## config.mk

```make
export PLATFORM = sky130hd
export DESIGN_NAME = priority_encoder_hs
export DESIGN_NICKNAME = d
export VERILOG_FILES = /design/src/rtl/enc_pkg.sv /design/src/rtl/sync_bus.sv /design/src/rtl/priority_encoder_hs.sv
export SDC_FILE = /design/constraint.sdc
export NUM_CORES = 1
export LEC_CHECK = 0
export ABC_AREA = 1
export CORE_UTILIZATION = 52
export CTS_CLUSTER_DIAMETER = 100
export DETAILED_ROUTE_END_ITERATION = 6
export HOLD_SLACK_MARGIN = 0.03
export PLACE_DENSITY = 0.76
export SLEW_MARGIN = 40
export SYNTH_ARGS = -nofsm -noshare
export SYNTH_HDL_FRONTEND = slang
export SYNTH_SLANG_ARGS = --single-unit
```

## constraint.sdc

```tcl
create_clock -name clk -period 1.6 [get_ports clk]
set_input_delay 0.32 -clock clk [delete_from_list [all_inputs] [get_ports clk]]
set_output_delay 0.32 -clock clk [all_outputs]
set_load 0.05 [all_outputs]
```

## src/rtl/enc_pkg.sv

```systemverilog
// Shared types and helpers for the handshaked priority encoder.
package enc_pkg;

  typedef enum logic [1:0] {
    IDLE     = 2'd0,
    HOLD     = 2'd1,
    WAIT_REL = 2'd2
  } enc_state_t;

  // Widest request bus the multi-hot helper accepts; callers zero-extend.
  localparam int ENC_MAX_N = 64;
  localparam logic [ENC_MAX_N-1:0] ENC_ONE = {{(ENC_MAX_N-1){1'b0}}, 1'b1};

  // popcount(v) > 1 is equivalent to v having a bit left after clearing its lowest set bit.
  function automatic logic more_than_one(input logic [ENC_MAX_N-1:0] v);
    return |(v & (v - ENC_ONE));
  endfunction

endpackage

```

## src/rtl/sync_bus.sv

```systemverilog
// N-wide multi-flop synchroniser for asynchronous request lines.
module sync_bus #(
  parameter int N           = 10,
  parameter int SYNC_STAGES = 2
) (
  input  logic         clk,
  input  logic         rst_n,
  input  logic [N-1:0] d,
  output logic [N-1:0] q
);

  logic [N-1:0] stage_q [SYNC_STAGES];

  always_ff @(posedge clk or negedge rst_n) begin
    if (!rst_n) begin
      for (int i = 0; i < SYNC_STAGES; i++) stage_q[i] <= '0;
    end else begin
      stage_q[0] <= d;
      for (int i = 1; i < SYNC_STAGES; i++) stage_q[i] <= stage_q[i-1];
    end
  end

  assign q = stage_q[SYNC_STAGES-1];

endmodule

```

## src/rtl/priority_encoder_hs.sv

```systemverilog
// Priority encoder for asynchronous keys: synchronise, capture one winning index,
// hold it under a valid/ready handshake and wait for release before re-arming.
module priority_encoder_hs
  import enc_pkg::*;
#(
  parameter int N           = 10,
  parameter int W           = $clog2(N),
  parameter bit MSB_FIRST   = 1'b0,
  parameter int SYNC_STAGES = 2
) (
  input  logic         clk,
  input  logic         rst_n,
  input  logic [N-1:0] in_req,
  output logic         out_valid,
  input  logic         out_ready,
  output logic [W-1:0] out_code,
  output logic         out_multi,
  output logic         err_drop
);

  if (N < 2) begin : g_n_min
    $error("priority_encoder_hs: N must be at least 2");
  end
  if (N > ENC_MAX_N) begin : g_n_max
    $error("priority_encoder_hs: N exceeds ENC_MAX_N");
  end
  if (W < $clog2(N)) begin : g_w_chk
    $error("priority_encoder_hs: W too narrow to encode N indices");
  end
  if (SYNC_STAGES < 2) begin : g_sync_chk
    $error("priority_encoder_hs: SYNC_STAGES must be at least 2");
  end

  logic [N-1:0] s_req;
  logic [N-1:0] s_prev;
  logic [N-1:0] rise;
  enc_state_t   state;

  sync_bus #(
    .N          (N),
    .SYNC_STAGES(SYNC_STAGES)
  ) u_sync (
    .clk  (clk),
    .rst_n(rst_n),
    .d    (in_req),
    .q    (s_req)
  );

  assign rise = s_req & ~s_prev;

  // Scan so the preferred end is visited last; the last set bit seen wins.
  function automatic logic [W-1:0] pick(input logic [N-1:0] v);
    logic [W-1:0] idx;
    int           i;
    idx = '0;
    for (int k = 0; k < N; k++) begin
      i = MSB_FIRST ? k : (N - 1 - k);
      if (v[i]) idx = W'(i);
    end
    return idx;
  endfunction

  always_ff @(posedge clk or negedge rst_n) begin
    if (!rst_n) begin
      state     <= IDLE;
      s_prev    <= '0;
      out_valid <= 1'b0;
      out_code  <= '0;
      out_multi <= 1'b0;
      err_drop  <= 1'b0;
    end else begin
      s_prev   <= s_req;
      err_drop <= 1'b0;
      unique case (state)
        IDLE: begin
          if (|s_req) begin
            out_code  <= pick(s_req);
            out_multi <= more_than_one(ENC_MAX_N'(s_req));
            out_valid <= 1'b1;
            state     <= HOLD;
          end
        end
        HOLD: begin
          err_drop <= |rise;
          if (out_valid && out_ready) begin
            out_valid <= 1'b0;
            state     <= (|s_req) ? WAIT_REL : IDLE;
          end
        end
        WAIT_REL: begin
          err_drop <= |rise;
          if (!(|s_req)) state <= IDLE;
        end
        default: state <= IDLE;
      endcase
    end
  end

endmodule

```

* Word level (Yosys, flattened, before mapping)
Cells that the tools add are included.
** Storage, ports and cells
- Input port bits :: 13
- Output and inout port bits :: 7
- Bits in registers :: 39
** Operators by class
- Bitwise operators :: 3
- Reductions and logical operators :: 10
- $add $sub $neg :: 1
- Multiplexer cells :: 19
- Equality and inequality tests :: 5
** Operators by type and width (number)
- $and 10x64->64 :: 1
- $reduce_or 64->1 :: 1
- $mux 4 :: 10
- $reduce_or 10->1 :: 2
- $sub 10x1->11 const B :: 1
- $and 10x10->10 :: 1
- $not 10->10 :: 1
- $mux 2 :: 4
- $ne 2x2->1 const B :: 3
- $pmux 2 s3 :: 1
- $reduce_and 3->1 :: 2
- $mux 1 :: 3
- $eq 2x1->1 const B :: 1
- $eq 2x2->1 const B :: 1
- $logic_not 2->1 :: 1
- $pmux 1 s2 :: 1
- $reduce_and 2->1 :: 1
- $reduce_bool 2->1 :: 1
- $reduce_or 2->1 :: 1
- $logic_and 1x1->1 :: 1

* Logic depth before layout (Yosys ltp)
- Word-level depth :: 10
- Gate-level depth with buffers :: 11
- Gate-level depth less buffers :: 11

* By module
From an unflattened synthesis, not the netlist that was laid out.
** Unflattened totals
- Cell total of the unflattened synthesis :: 148
- Area total of the unflattened synthesis :: 1552.7 sq um
** By module, submodules not included
- priority_encoder_hs :: area each 977.2 sq um, cells an instance 118, times used 1
- sync_bus :: area each 575.6 sq um, cells an instance 30, times used 1

* Worst setup path before layout
OpenSTA, ideal clock, no wires.
- Kind :: register to register
- From :: register u_sync.stage_q (netlist bit u_sync.q[1])
- To :: register out_code[0]
- Path buffers :: 0
- Arrival time :: 1086 ps
- Slack :: 397 ps
- Stages on the path, launching flop included :: 9
- Cell sequence :: dfrtp_1 nor2_4 nand2_4 nor2_8 nand2_2 nand2_4 nor2_1 nand2_1 nand2_1
** On the way
- Longest elaborated chain between the ends :: 2
- Elaborated cells between the ends (all ways) :: 4
- Those cells by class :: 2 x mux; 2 x reduce/logical
** Ends and longest elaborated chain
- start: declaration :: line sync_bus.sv:12 : logic [N-1:0] stage_q [SYNC_STAGES];
- $reduce_or 10->1 / $mux 4 (equally long branches) :: line priority_encoder_hs.sv:76, priority_encoder_hs.sv:58
- $reduce_and 2->1 (no line) / $mux 4 (equally long branches)
- end signal: assignment :: line priority_encoder_hs.sv:77 : out_code <= pick(s_req);
- end: declaration :: line priority_encoder_hs.sv:16 : output logic [W-1:0] out_code,
Parallel ways exist; a longest one is shown, timed or not.
A chain may end at the register's enable or synchronous reset.

* Worst setup path in the final report
- From :: register state[0]
- To :: register state[1]
** On the way
- Longest elaborated chain between the ends :: 3
- Elaborated cells between the ends (all ways) :: 8
- Those cells by class :: 5 x eq/ne; 1 x mux; 2 x reduce/logical
** Ends and longest elaborated chain
- start: declaration :: line priority_encoder_hs.sv:37 : enc_state_t state;
- start signal: assignment :: line priority_encoder_hs.sv:87 : state <= (|s_req) ? WAIT_REL : IDLE;
- $eq 2x2->1 (tied with other cells) :: line priority_encoder_hs.sv:74 : unique case (state)
- $ne 2x2->1 (no line)
- $reduce_and 3->1 (no line)
Parallel ways exist; a longest one is shown, timed or not.

==> metrics.md <==
| Metric | Value |
|---|---|
| Global route overflow | `0` |
| Net switching power figure | `992.6 µW` |
| Final clock period utilization by the worst path | `0.8497` |
| Maximum clock path buffer count | `2` |
| First-pass GRT wire length | `3843 µm` |
| Depth of the critical timing path with buffers and inverters included | `7` |
| Worst skew pair latency | `0.34 ns` |
| Power density over the cells | `1612 nW/µm²` |
| Main combinational cell family by area after synthesis | `simple AND/OR/NAND/NOR gates` |
| Antenna violations before repair | `0` |
| Setup TNS | `0 ns` |
| DP HPWL | `1594 µm` |
| Setup repair bufs after CTS | `0` |
| Final hold violation count | `0` |
| Final antenna-violating net count | `0` |
| Total number of clock tree sinks | `39` |
| Path category of the worst min-delay check | `flip-flop to flip-flop` |
| Proportion of register bits with asynchronous set or reset after synthesis | `1.000` |
| Synth-to-layout area growth | `23.03%` |
| Final Wtd Congestion | `0.8285` |
| Worst reg-to-reg path cell count | `7` |
| Number of global-route vias before repair | `973` |
| Setup Viol. Count Final | `0` |
| Final slew viol count | `0` |
| Wirelength per Cell | `10.82 µm` |
| Root Buffer Master | `sky130_fd_sc_hd__clkbuf_4` |
| Crit path capture type | `flip-flop` |
| Share of total power consumed by net switching | `0.3388` |
| Share of the yosys chip area belonging to registers | `0.6605` |
| Setup skew after layout | `0.01456 ns` |
| Run status | `finished, final reports clean` |
| CTS tree | `done` |
| Min Tclk post-route | `1.360 ns` |
| H-Tree Level Count | `2` |
| RSZ-0062 raised after global routing | `false` |
| Crit Path Max Fanout | `7` |
| Final routed DRC violation total | `0` |
| Share of total power in the clock network | `0.272` |
| Share of total power in combinational logic | `0.313` |
| Crit Path Class | `flip-flop to flip-flop` |
| Number of fill cells | `196` |
| Post-Synth Simple-Gate Area | `0.2058` |
| Area of the mapped netlist | `1478 µm²` |
| Category of the worst setup path launch point | `flip-flop` |
| Worst hold margin | `0.3442 ns` |
| Xor/xnor share of the synthesized area | `0` |
| Max Clock Freq | `735.6 MHz` |
| Area enclosed by the die boundary | `3059 µm²` |
| Max-Cap Viols | `0` |
| Cell area reported after detailed placement | `1703 µm²` |
| Post-synthesis compound-gate area fraction | `0.05504` |
| Synth unique cells | `19` |
| Leakage power | `0.9244 nW` |
| Area of all placed cells without fillers | `1818 µm²` |
| Synth Warn # | `0` |
| Headroom to the max-slew limit | `0.7026` |
| Internal | `1.938 mW` |
| Primary flip-flop cell chosen by synthesis mapping | `sky130_fd_sc_hd__dfrtp_1` |
| Number of DRC violations after detailed-routing iteration 0 | `20` |
| Avg Vias per Cell | `4.873` |
| Buffers plus inverters on the worst setup path | `2` |
| Post-synth net total | `154` |
| Adder and majority gate portion of the synthesized area | `0.02540` |
| Total I/O pin count | `20` |
| Required time at the endpoint of the critical path | `1.84 ns` |
| Antenna diode instance count | `0` |
| Effective utilization at floorplan | `0.5705` |
| Worst hold path depth | `0` |
| EDFF count, synth | `0` |
| Port Buffers | `19` |
| Gate Count Post-Synth | `138` |
| Largest delay share family, worst path | `flip-flops` |
| Cts bufs inserted | `5` |
| Seq cells post-synth | `39` |
| Worst path max stage delay | `0.42 ns` |
| Final-stage net count | `182` |
| Total wire length after detailed routing | `2131 µm` |
| Share of synthesized area spent on multiplexers | `0` |
| Die Width | `55.31 µm` |
| Proportion of layout cells with a drive suffix above 1 | `0.2036` |
| Portion of total power attributed to sequential cells | `0.415` |
| Final Power | `2.930 mW` |
| Synthesized area per cell | `10.71 µm²` |
| Cell at the slowest stage of the critical path | `sky130_fd_sc_hd__dfrtp_1` |
| Core Footprint | `2590 µm²` |
| Total via count after detailed routing | `960` |
| Die span in y | `55.31 µm` |
| Peak supply drop | `1.480 mV` |
| Number of iterations in the first detailed-routing pass | `4` |
| Slew at the pin closest to its max-slew limit | `0.4461 ns` |
| Largest net degree at the start of global routing | `40` |
| Cell breakdown of the critical path | `inv_1, ha_1, nand3_2, nand2_2, inv_2, nand3_1, nand2_1` |
| Utilization of the core after routing | `0.7019` |
| Total Routing Usage GR | `0.1651` |
| FP Rows | `18` |
| Data arrival time of the worst path | `1.60 ns` |
| Clk slew on worst S/H paths | `0.12 ns` |
-- path summary, 6_finish.rpt --
path,startpoint,endpoint,slack (ns)
min,u_sync.stage_q[14]$_DFF_PN0_,u_sync.q[4]$_DFF_PN0_,0.34
min reg2reg,u_sync.stage_q[14]$_DFF_PN0_,u_sync.q[4]$_DFF_PN0_,0.34
max,state[0]$_DFFE_PN0P_,state[1]$_DFFE_PN0P_,0.24
max in group asynchronous,rst_n,u_sync.q[5]$_DFF_PN0_,0.74
min in group asynchronous,rst_n,out_code[1]$_DFFE_PN0P_,0.53
max reg2reg,state[0]$_DFFE_PN0P_,state[1]$_DFFE_PN0P_,0.24
-- per-stage QoR --
step | std cells | setup slack [ns]
after floorplan | 138 | 0.3967
after global placement | 188 | 0.3117
after detailed placement | 188 | 0.2488
after CTS | 197 | 0.2282
after global routing | 197 | 0.1248
final | 197 | 0.2405
-- registers in the layout, summed over array words and instances, names as in the netlist --
register	count
err_drop	1
state	2
out_valid	1
out_multi	1
s_prev	10
u_sync.stage_q	10
out_code	4
u_sync.q	10
-- cell type report --
class / instances / area (µm²) / share of cell area
sequential: 39 / 975.9 / 0.5368
clock inverter: 3 / 67.56 / 0.03716
inverter: 21 / 78.83 / 0.04336
timing repair buffer: 21 / 197.7 / 0.1087
clock buffer: 5 / 37.54 / 0.02065
tap: 30 / 37.54 / 0.02065
multi-input combinational: 78 / 422.9 / 0.2326
-- synthesized netlist by cell type (2+ instances only) --
library cell	number	area share
sky130_fd_sc_hd__a21oi_1	4	0.014
sky130_fd_sc_hd__dfrtp_1	39	0.66
sky130_fd_sc_hd__ha_1	3	0.025
sky130_fd_sc_hd__inv_1	16	0.041
sky130_fd_sc_hd__inv_2	4	0.010
sky130_fd_sc_hd__nand2_1	33	0.084
sky130_fd_sc_hd__nand2_2	5	0.021
sky130_fd_sc_hd__nand2_4	2	0.015
sky130_fd_sc_hd__nand3_1	5	0.017
sky130_fd_sc_hd__nor2_1	8	0.020
sky130_fd_sc_hd__nor2_2	2	0.0085
sky130_fd_sc_hd__nor2_4	2	0.015
sky130_fd_sc_hd__o21ai_0	2	0.0068
sky130_fd_sc_hd__o21ai_1	4	0.014
sky130_fd_sc_hd__o22ai_1	5	0.021
-- metal layers --
metal | GRT usage | wire [µm] | up-vias | share of wire
li1 | - | - | 484 | -
met1 | 0.1792 | 897 | 441 | 0.42
met2 | 0.2840 | 1072 | 31 | 0.50
met3 | 0.07260 | 134 | 4 | 0.063
met4 | 0.06071 | 27 | 0 | 0.013
met5 | 0 | 0 | - | 0
-- layout by cell type, fill, tap and decap left out, types with 3 or more instances in the layout --
master	instances
sky130_fd_sc_hd__nor2_1	8
sky130_fd_sc_hd__nand2_2	5
sky130_fd_sc_hd__inv_1	16
sky130_fd_sc_hd__dfrtp_1	39
sky130_fd_sc_hd__inv_2	4
sky130_fd_sc_hd__nand2_1	33
sky130_fd_sc_hd__clkbuf_4	5
sky130_fd_sc_hd__buf_4	7
sky130_fd_sc_hd__ha_1	3
sky130_fd_sc_hd__nand3_1	5
sky130_fd_sc_hd__clkdlybuf4s50_1	11
sky130_fd_sc_hd__o22ai_1	5
sky130_fd_sc_hd__o21ai_1	4
sky130_fd_sc_hd__a21oi_1	4
-- logic make-up (layout without fill, tap and decap cells) --
family | after synthesis | count (layout)
simple gates | 60 | 60
flops | 39 | 39
buf+inv | 21 | 50
compound gates | 15 | 15
fa+ha+maj | 3 | 3
-- power groups by stage --
stage	clock network, mW	logic [mW]	registers (mW)
after floorplan	0	0.383	1.48
after global placement	0	0.909	1.23
after detailed placement	0	0.923	1.24
after CTS	0.816	0.928	1.22
after global routing	0.867	0.989	1.23
final	0.796	0.918	1.22
-- what timing repair did --
action / in CTS / in global routing
hold buffers: 1 / 0
gates resized for setup: 0 / 0
hold endpoints to repair: 39 / 0
No activity file was read; power rests on OpenSTA's default activity.
